**src/rtl/parity_ctrl_pkg.sv**
```systemverilog
// Shared definitions for the parity frame receiver: FSM state encoding and
// default frame/counter widths.
package parity_ctrl_pkg;

    typedef enum logic [1:0] {
        IDLE = 2'd0,
        DATA = 2'd1,
        PAR  = 2'd2,
        HOLD = 2'd3
    } state_e;

    localparam int DEF_DATA_BITS = 4;
    localparam int DEF_CNT_W     = 8;

endpackage

```
**src/rtl/parity_calc.sv**
```systemverilog
// Combinational parity checker: flags a frame whose data plus parity bit
// disagree with the selected even (mode=0) or odd (mode=1) parity.
module parity_calc
    import parity_ctrl_pkg::*;
#(
    parameter int DATA_BITS = DEF_DATA_BITS
) (
    input  logic [DATA_BITS-1:0] data,
    input  logic                 par_bit,
    input  logic                 mode,
    output logic                 err
);

    // Folding mode into the reduction turns XOR into XNOR for odd parity.
    assign err = ^{data, par_bit, mode};

endmodule

```
**src/rtl/parity_frame_ctrl.sv**
```systemverilog
// Serial frame receiver: collects DATA_BITS strobed bits MSB-first plus a
// parity bit, presents the result until consumed, and counts bad frames.
module parity_frame_ctrl
    import parity_ctrl_pkg::*;
#(
    parameter int DATA_BITS = DEF_DATA_BITS,
    parameter int CNT_W     = DEF_CNT_W
) (
    input  logic                 clk,
    input  logic                 reset,
    input  logic                 start,
    input  logic                 mode,
    input  logic                 bit_en,
    input  logic                 din,
    input  logic                 out_ready,
    input  logic                 clr_cnt,
    output logic                 busy,
    output logic                 out_valid,
    output logic [DATA_BITS-1:0] data_out,
    output logic                 par_err,
    output logic [CNT_W-1:0]     err_cnt
);

    localparam int BCW = $clog2(DATA_BITS + 1);

    state_e               state_q, state_d;
    logic [DATA_BITS-1:0] shift_q, shift_d;
    logic [DATA_BITS-1:0] data_out_q, data_out_d;
    logic [BCW-1:0]       bit_cnt_q, bit_cnt_d;
    logic                 mode_q, mode_d;
    logic                 par_err_q, par_err_d;
    logic [CNT_W-1:0]     err_cnt_q, err_cnt_d;
    logic                 calc_err;

    parity_calc #(.DATA_BITS(DATA_BITS)) u_parity_calc (
        .data    (shift_q),
        .par_bit (din),
        .mode    (mode_q),
        .err     (calc_err)
    );

    always_comb begin
        state_d    = state_q;
        shift_d    = shift_q;
        data_out_d = data_out_q;
        bit_cnt_d  = bit_cnt_q;
        mode_d     = mode_q;
        par_err_d  = par_err_q;
        err_cnt_d  = err_cnt_q;

        case (state_q)
            IDLE: begin
                if (start) begin
                    state_d   = DATA;
                    mode_d    = mode;
                    shift_d   = '0;
                    bit_cnt_d = '0;
                end
            end
            DATA: begin
                if (bit_en) begin
                    shift_d   = {shift_q[DATA_BITS-2:0], din};
                    bit_cnt_d = bit_cnt_q + BCW'(1);
                    if (bit_cnt_q == BCW'(DATA_BITS - 1)) begin
                        state_d = PAR;
                    end
                end
            end
            PAR: begin
                // The result registers only move here, so they stay stable
                // through HOLD and keep their values back in IDLE.
                if (bit_en) begin
                    state_d    = HOLD;
                    data_out_d = shift_q;
                    par_err_d  = calc_err;
                    if (calc_err && (err_cnt_q != {CNT_W{1'b1}})) begin
                        err_cnt_d = err_cnt_q + CNT_W'(1);
                    end
                end
            end
            HOLD: begin
                if (out_ready) begin
                    state_d = IDLE;
                end
            end
            default: state_d = IDLE;
        endcase

        if (clr_cnt) begin
            err_cnt_d = '0;
        end
    end

    always_ff @(posedge clk or posedge reset) begin
        if (reset) begin
            state_q    <= IDLE;
            shift_q    <= '0;
            data_out_q <= '0;
            bit_cnt_q  <= '0;
            mode_q     <= 1'b0;
            par_err_q  <= 1'b0;
            err_cnt_q  <= '0;
        end else begin
            state_q    <= state_d;
            shift_q    <= shift_d;
            data_out_q <= data_out_d;
            bit_cnt_q  <= bit_cnt_d;
            mode_q     <= mode_d;
            par_err_q  <= par_err_d;
            err_cnt_q  <= err_cnt_d;
        end
    end

    assign busy      = (state_q != IDLE);
    assign out_valid = (state_q == HOLD);
    assign data_out  = data_out_q;
    assign par_err   = par_err_q;
    assign err_cnt   = err_cnt_q;

endmodule

```
**config.mk**
```make
export PLATFORM = sky130hd
export DESIGN_NAME = parity_frame_ctrl
export DESIGN_NICKNAME = d
export VERILOG_FILES = /design/src/rtl/parity_ctrl_pkg.sv /design/src/rtl/parity_calc.sv /design/src/rtl/parity_frame_ctrl.sv
export SDC_FILE = /design/constraint.sdc
export NUM_CORES = 1
export LEC_CHECK = 0
export ABC_AREA = 1
export CORE_MARGIN = 8
export CORE_UTILIZATION = 52
export CTS_CLUSTER_SIZE = 25
export DETAILED_ROUTE_END_ITERATION = 8
export PLACE_DENSITY = 0.81
export SKIP_CTS_REPAIR_TIMING = 1
export SYNTH_ARGS = -nofsm -noshare
export SYNTH_HDL_FRONTEND = slang
export SYNTH_SLANG_ARGS = --single-unit
```
**constraint.sdc**
```tcl
create_clock -name clk -period 1.8 [get_ports clk]
set_input_delay 0.27 -clock clk [delete_from_list [all_inputs] [get_ports clk]]
set_output_delay 0.27 -clock clk [all_outputs]
set_load 0.01 [all_outputs]
```
==> results of run 1 <==
## synth_stat cells, drive strengths merged
master,count,area share
nor3,1,0.0074
buf,1,0.0037
nand2,43,0.13
o21ai,9,0.036
mux2i,1,0.0074
nand3,17,0.072
inv,32,0.089
a21oi,4,0.023
dfrtp,23,0.42
o22ai,6,0.028
xor2,2,0.013
nor2,11,0.036
ha,8,0.074
nand4,9,0.042
xnor2,3,0.019
## flip-flops by register name, summed over array words and instances (netlist names)
name / flops
par_err: 1
data_out: 4
err_cnt: 8
bit_cnt_q: 3
shift_q: 4
mode_q: 1
state_q: 2
## layer usage
layer,share of wire,GRT usage
met1,0.41,0.1571
met2,0.52,0.2652
met3,0.063,0.03020
met4,0.0062,0.03655
met5,0,0
## cells by family (layout without fill, tap and decap cells)
group | Yosys count | count (layout) | synth area share
adder cells (fa/ha/maj) | 8 | 8 | 0.07380
flip-flops | 23 | 23 | 0.4244
AO/OA/AOI/OAI | 19 | 19 | 0.08672
buffers and inverters | 33 | 61 | 0.09225
multiplexers | 1 | 1 | 0.007380
XOR/XNOR | 5 | 5 | 0.03229
AND/OR/NAND/NOR | 81 | 81 | 0.2832
## worst register-to-register path: cells and delay by family, from the launching register on
| kind | cells | cell delay [ns] |
|---|---|---|
| adder cells (fa/ha/maj) | 1 | 0.29 |
| AND/OR/NAND/NOR | 5 | 0.51 |
| flip-flops | 1 | 0.47 |
| AO/OA/AOI/OAI | 1 | 0.30 |
## worst paths after layout
path | start | to | slack (ns) | cells past startpoint
min | reset | state_q[0] | 0.28 | 3
min reg2reg | bit_cnt_q[0] | bit_cnt_q[0] | 0.49 | 1
max | state_q[1] | out_valid | 0.11 | 2
min in group clk | bit_cnt_q[0] | bit_cnt_q[0] | 0.49 | 1
max in group asynchronous | reset | err_cnt[4] | 1.27 | 3
max reg2reg | err_cnt[0] | err_cnt[6] | 0.14 | 7
## power groups by stage
stage	Sequential, W	Clock (W)	Combinational, W
2_1_floorplan	0.000794	0	0.000732
3_3_place_gp	0.000784	0	0.00109
3_5_place_dp	0.000797	0	0.00114
4_1_cts	0.000785	0.000245	0.00115
5_1_grt	0.000799	0.000264	0.00129
6_report	0.000782	0.000235	0.00116
## through the flow
step | setup TNS, ns | utilization
2_1_floorplan | 0 | -
3_3_place_gp | 0 | 0.6556
3_5_place_dp | 0 | 0.6556
4_1_cts | -0.1564 | 0.6662
5_1_grt | 0 | 0.6702
6_report | 0 | 0.6702
## area by class of cell
cell class	instances	share of cell area
clock buffer	4	0.01583
inverter	32	0.07234
multi-input combinational	114	0.3949
sequential	23	0.3466
tap	30	0.02261
timing repair buffer	25	0.1477
==> qor.yml, run 1 <==
status: "complete, no violations"
die-area_um2: 4498
wl_mm: 3.045
rows: 18
placed_area_um2: 1624
core_area_um2: 2477
drt_iter0_drc: 94
dp_hpwl_mm: 2.402
startpoint_type: "flip-flop"
cp_top_family: "buffers and inverters"
crit_arrival_ns: 1.42
hold_path_class: "in2async"
start_util: 0.5475
combPwrFrac: 0.532
grt_antenna_before_repair: 0
maxCapViolCount: 0
regArea_um2: 575.6
yosysSeqAreaShare: 0.4244
n_antenna_cell: 0
relSlewSlack: 0.7132
setup_ws_ns: 0.1076
synth.distinct_cells: 21
worstSetupPathType: "reg2out"
path_clk_slew_ns: 0.13
postSynthAreaPerCell_um2: 7.978
switchingPower_w: 0.0009428
path_buf_inv: 1
insertion_delay_ns: 0.30
setup_violations: 0
grt_max_degree: 24
intPower_w: 0.001229
swShare: 0.4341
grt_setup_unrepaired: "no"
final_cells: 228
syn_nets: 186
drv_slew: 0
cp_max_fo: 3
placed_cells: 223
ir_drop_uv: 985.2
fin_crit_sh: 0.9402
tightest_slew_ns: 0.4297
cts-root-buf: "clkbuf_4"
routedWlPerCell_um: 13.36
max_stage_delay_ns: 0.54
final_common_cell: "nand2_1"
clockBufferDepth: 2
gp_congestion: 0.8607
power.density_nw_per_um2: 1308
fillers: 215
slowest_stage: "clkdlybuf4s50_1"
fin_crit_ns: 1.692
grt_overflow: 0
syn_to_final_growth_pct: 22.42
post_drt_via_cell_ratio: 5.408
holdWs_ns: 0.2822
end_kind: "output pin"
max_freq_mhz: 590.9
cts_tree: "built"
power_w: 0.002172
pwr-share-seq: 0.360
postLayoutCellArea_um2: 1660
hold_viol_final: 0
num_vias: 1233
drc: 0
cp.required_ns: 1.53
grt_pass1_wl_mm: 5.119
port_buffers: 22
nets: 215
first_pass_iters: 4
io_pins: 23
die_h_um: 67.07
drive_gt1_frac: 0.06566
pwr-share-clk: 0.108
track_usage: 0.1420
grt_pass1_vias: 1189
synth_cells: 170
preCtsSetupSlack_ns: 0.09103
synth_seq_cells: 23
htree_levels: 1
skew_ns: 0.009335
final_cell_mix: "41 x nand2_1, 32 x inv_1, 23 x dfrtp_1"
cts-buffers-inserted: 3
crit_path_cell_trace: "ha_1 > clkdlybuf4s50_1"
cts.sink_count: 23
multi_input_area_um2: 655.6
ant_nets: 0
synth_area_um2: 1356
die_w_um: 67.07
yosysWarnings: 0
leakage_nw: 0.8580
Note: power is estimated with default switching activity, not from simulation.
==> run 2: changes to the inputs <==
--- a/config.mk
+++ b/config.mk
@@ -6,11 +6,12 @@
 export NUM_CORES = 1
 export LEC_CHECK = 0
 export ABC_AREA = 1
+export CORE_ASPECT_RATIO = 0.75
 export CORE_MARGIN = 8
 export CORE_UTILIZATION = 52
 export CTS_CLUSTER_SIZE = 25
 export DETAILED_ROUTE_END_ITERATION = 8
-export PLACE_DENSITY = 0.81
+export PLACE_DENSITY = 0.85
 export SKIP_CTS_REPAIR_TIMING = 1
 export SYNTH_ARGS = -nofsm -noshare
 export SYNTH_HDL_FRONTEND = slang
==> qor.yml, run 2 (synthesis gave the netlist of run 1 again) <==
status: "complete, no violations"
n_antenna_cell: 0
cp_max_fo: 9
drc: 0
maxCapViolCount: 0
port_buffers: 22
largest_reg_flops: 8
track_usage: 0.1419
core_area_um2: 2542
clockBufferDepth: 2
dp_hpwl_mm: 2.466
drive_gt1_frac: 0.07538
worstSetupPathType: "reg2reg"
drv_slew: 0
postLayoutCellArea_um2: 1679
drt_iter0_drc: 77
grt_overflow: 0
final_cell_mix: "41 x nand2_1, 32 x inv_1, 23 x dfrtp_1"
startpoint_type: "flip-flop"
setup_violations: 0
nets: 216
max_freq_mhz: 592.4
gp_congestion: 0.8445
dr_wl_met3_um: 115
grt_pass1_wl_mm: 5.050
grt_pass1_vias: 1166
intPower_w: 0.001239
htree_levels: 1
num_vias: 1201
routedWlPerCell_um: 13.34
placed_area_um2: 1632
first_pass_iters: 4
cp_top_family: "simple AND/OR/NAND/NOR gates"
reg2reg_slack_ns: 0.11
die-area_um2: 4515
dr.max_layer_used: "met4"
grt_setup_unrepaired: "no"
combPwrFrac: 0.537
ff2ff_path_depth: 7
fin_crit_ns: 1.688
power.density_nw_per_um2: 1321
post_drt_via_cell_ratio: 5.111
cp.required_ns: 2.03
rows: 16
insertion_delay_ns: 0.33
cts_tree: "built"
tightest_slew_ns: 0.4340
grt_max_degree: 24
io_pins: 23
path_buf_inv: 0
cts-root-buf: "clkbuf_4"
skew_ns: 0.01132
wl_mm: 3.136
cts-buffers-inserted: 3
post-route-util: 0.6604
swShare: 0.4411
cts.sink_count: 23
die_w_um: 74.97
crit_arrival_ns: 1.92
holdWs_ns: 0.2650
fillers: 205
max_stage_delay_ns: 0.47
pwr-share-clk: 0.110
slowest_stage: "dfrtp_1"
ir_drop_uv: 796.0
hold_path_class: "in2async"
syn_to_final_growth_pct: 23.80
end_kind: "flip-flop"
start_util: 0.5335
final_common_cell: "nand2_1"
cp_common_cell: "nand2_1"
r2r-start: "err_cnt[0]"
pwr-share-seq: 0.353
hold_viol_final: 0
grt_antenna_before_repair: 0
switchingPower_w: 0.0009781
crit_path_cell_trace: "ha_1 > nand2_1 > nor2_4 > a21oi_4 > nand3_4 > nand3_1 > nand2_1"
dr_wl_met2_mm: 1.560
ant_nets: 0
wl_met1_mm: 1.401
die_h_um: 60.23
power_w: 0.002217
leakage_nw: 0.8815
r2r_end: "err_cnt[2]"
path_clk_slew_ns: 0.13
relSlewSlack: 0.7103
fin_crit_sh: 0.9378
-- run 2: cell types whose count changed in the layout (fill, tap and decap cells not counted), sizes merged --
cell	previous run	this run
clkdlybuf4s50	21	20
clkbuf	4	3
buf	3	4
dlymetal6s2s	1	2
clkinv	0	1
-- run 2: worst min-delay path: cells and delay by family --
kind / cells / cell delay [ns]
buffers and inverters: 3 / 0.73
-- run 2: power groups by stage --
stage	combinational, W	sequential [W]	clock (W)
finish	0.00119	0.000783	0.000243
global route	0.00133	0.000801	0.000267
CTS	0.00116	0.000785	0.000246
detailed placement	0.00115	0.000792	0
global placement	0.00109	0.000781	0
floorplan	0.000732	0.000794	0
-- run 2: layout make-up --
class / count / area, µm² / area share
inverter: 32 / 120.1 / 0.07153
clock buffer: 3 / 22.52 / 0.01341
clock inverter: 1 / 5.005 / 0.002981
timing repair buffer: 26 / 255.2 / 0.1520
sequential: 23 / 575.6 / 0.3428
multi-input combinational: 114 / 655.6 / 0.3905
tap: 36 / 45.04 / 0.02683
-- run 2: metal layers --
layer,up-vias,GRT usage
met2,21,0.2346
li1,606,-
met4,0,0.03333
met5,-,0
met1,567,0.1780
met3,7,0.03685
-- run 2: worst max-delay path by stage --
stage	startpoint	endpoint	cells past startpoint
6_report	err_cnt[0]	err_cnt[2]	7
2_1_floorplan	err_cnt[0]	err_cnt[2]	7
5_1_grt	state_q[0]	err_cnt[6]	7
3_3_place_gp	bit_en	err_cnt[2]	6
3_5_place_dp	bit_en	err_cnt[6]	6
4_1_cts	state_q[0]	busy	4
-- run 2: stage by stage --
stage,setup WS (ns),std cells,setup TNS [ns]
6_report,0.1120,235,0
4_1_cts,-0.1737,233,-0.1737
2_1_floorplan,0.3259,170,0
5_1_grt,0.01299,235,0
3_3_place_gp,0.1715,229,0
3_5_place_dp,0.07968,229,0
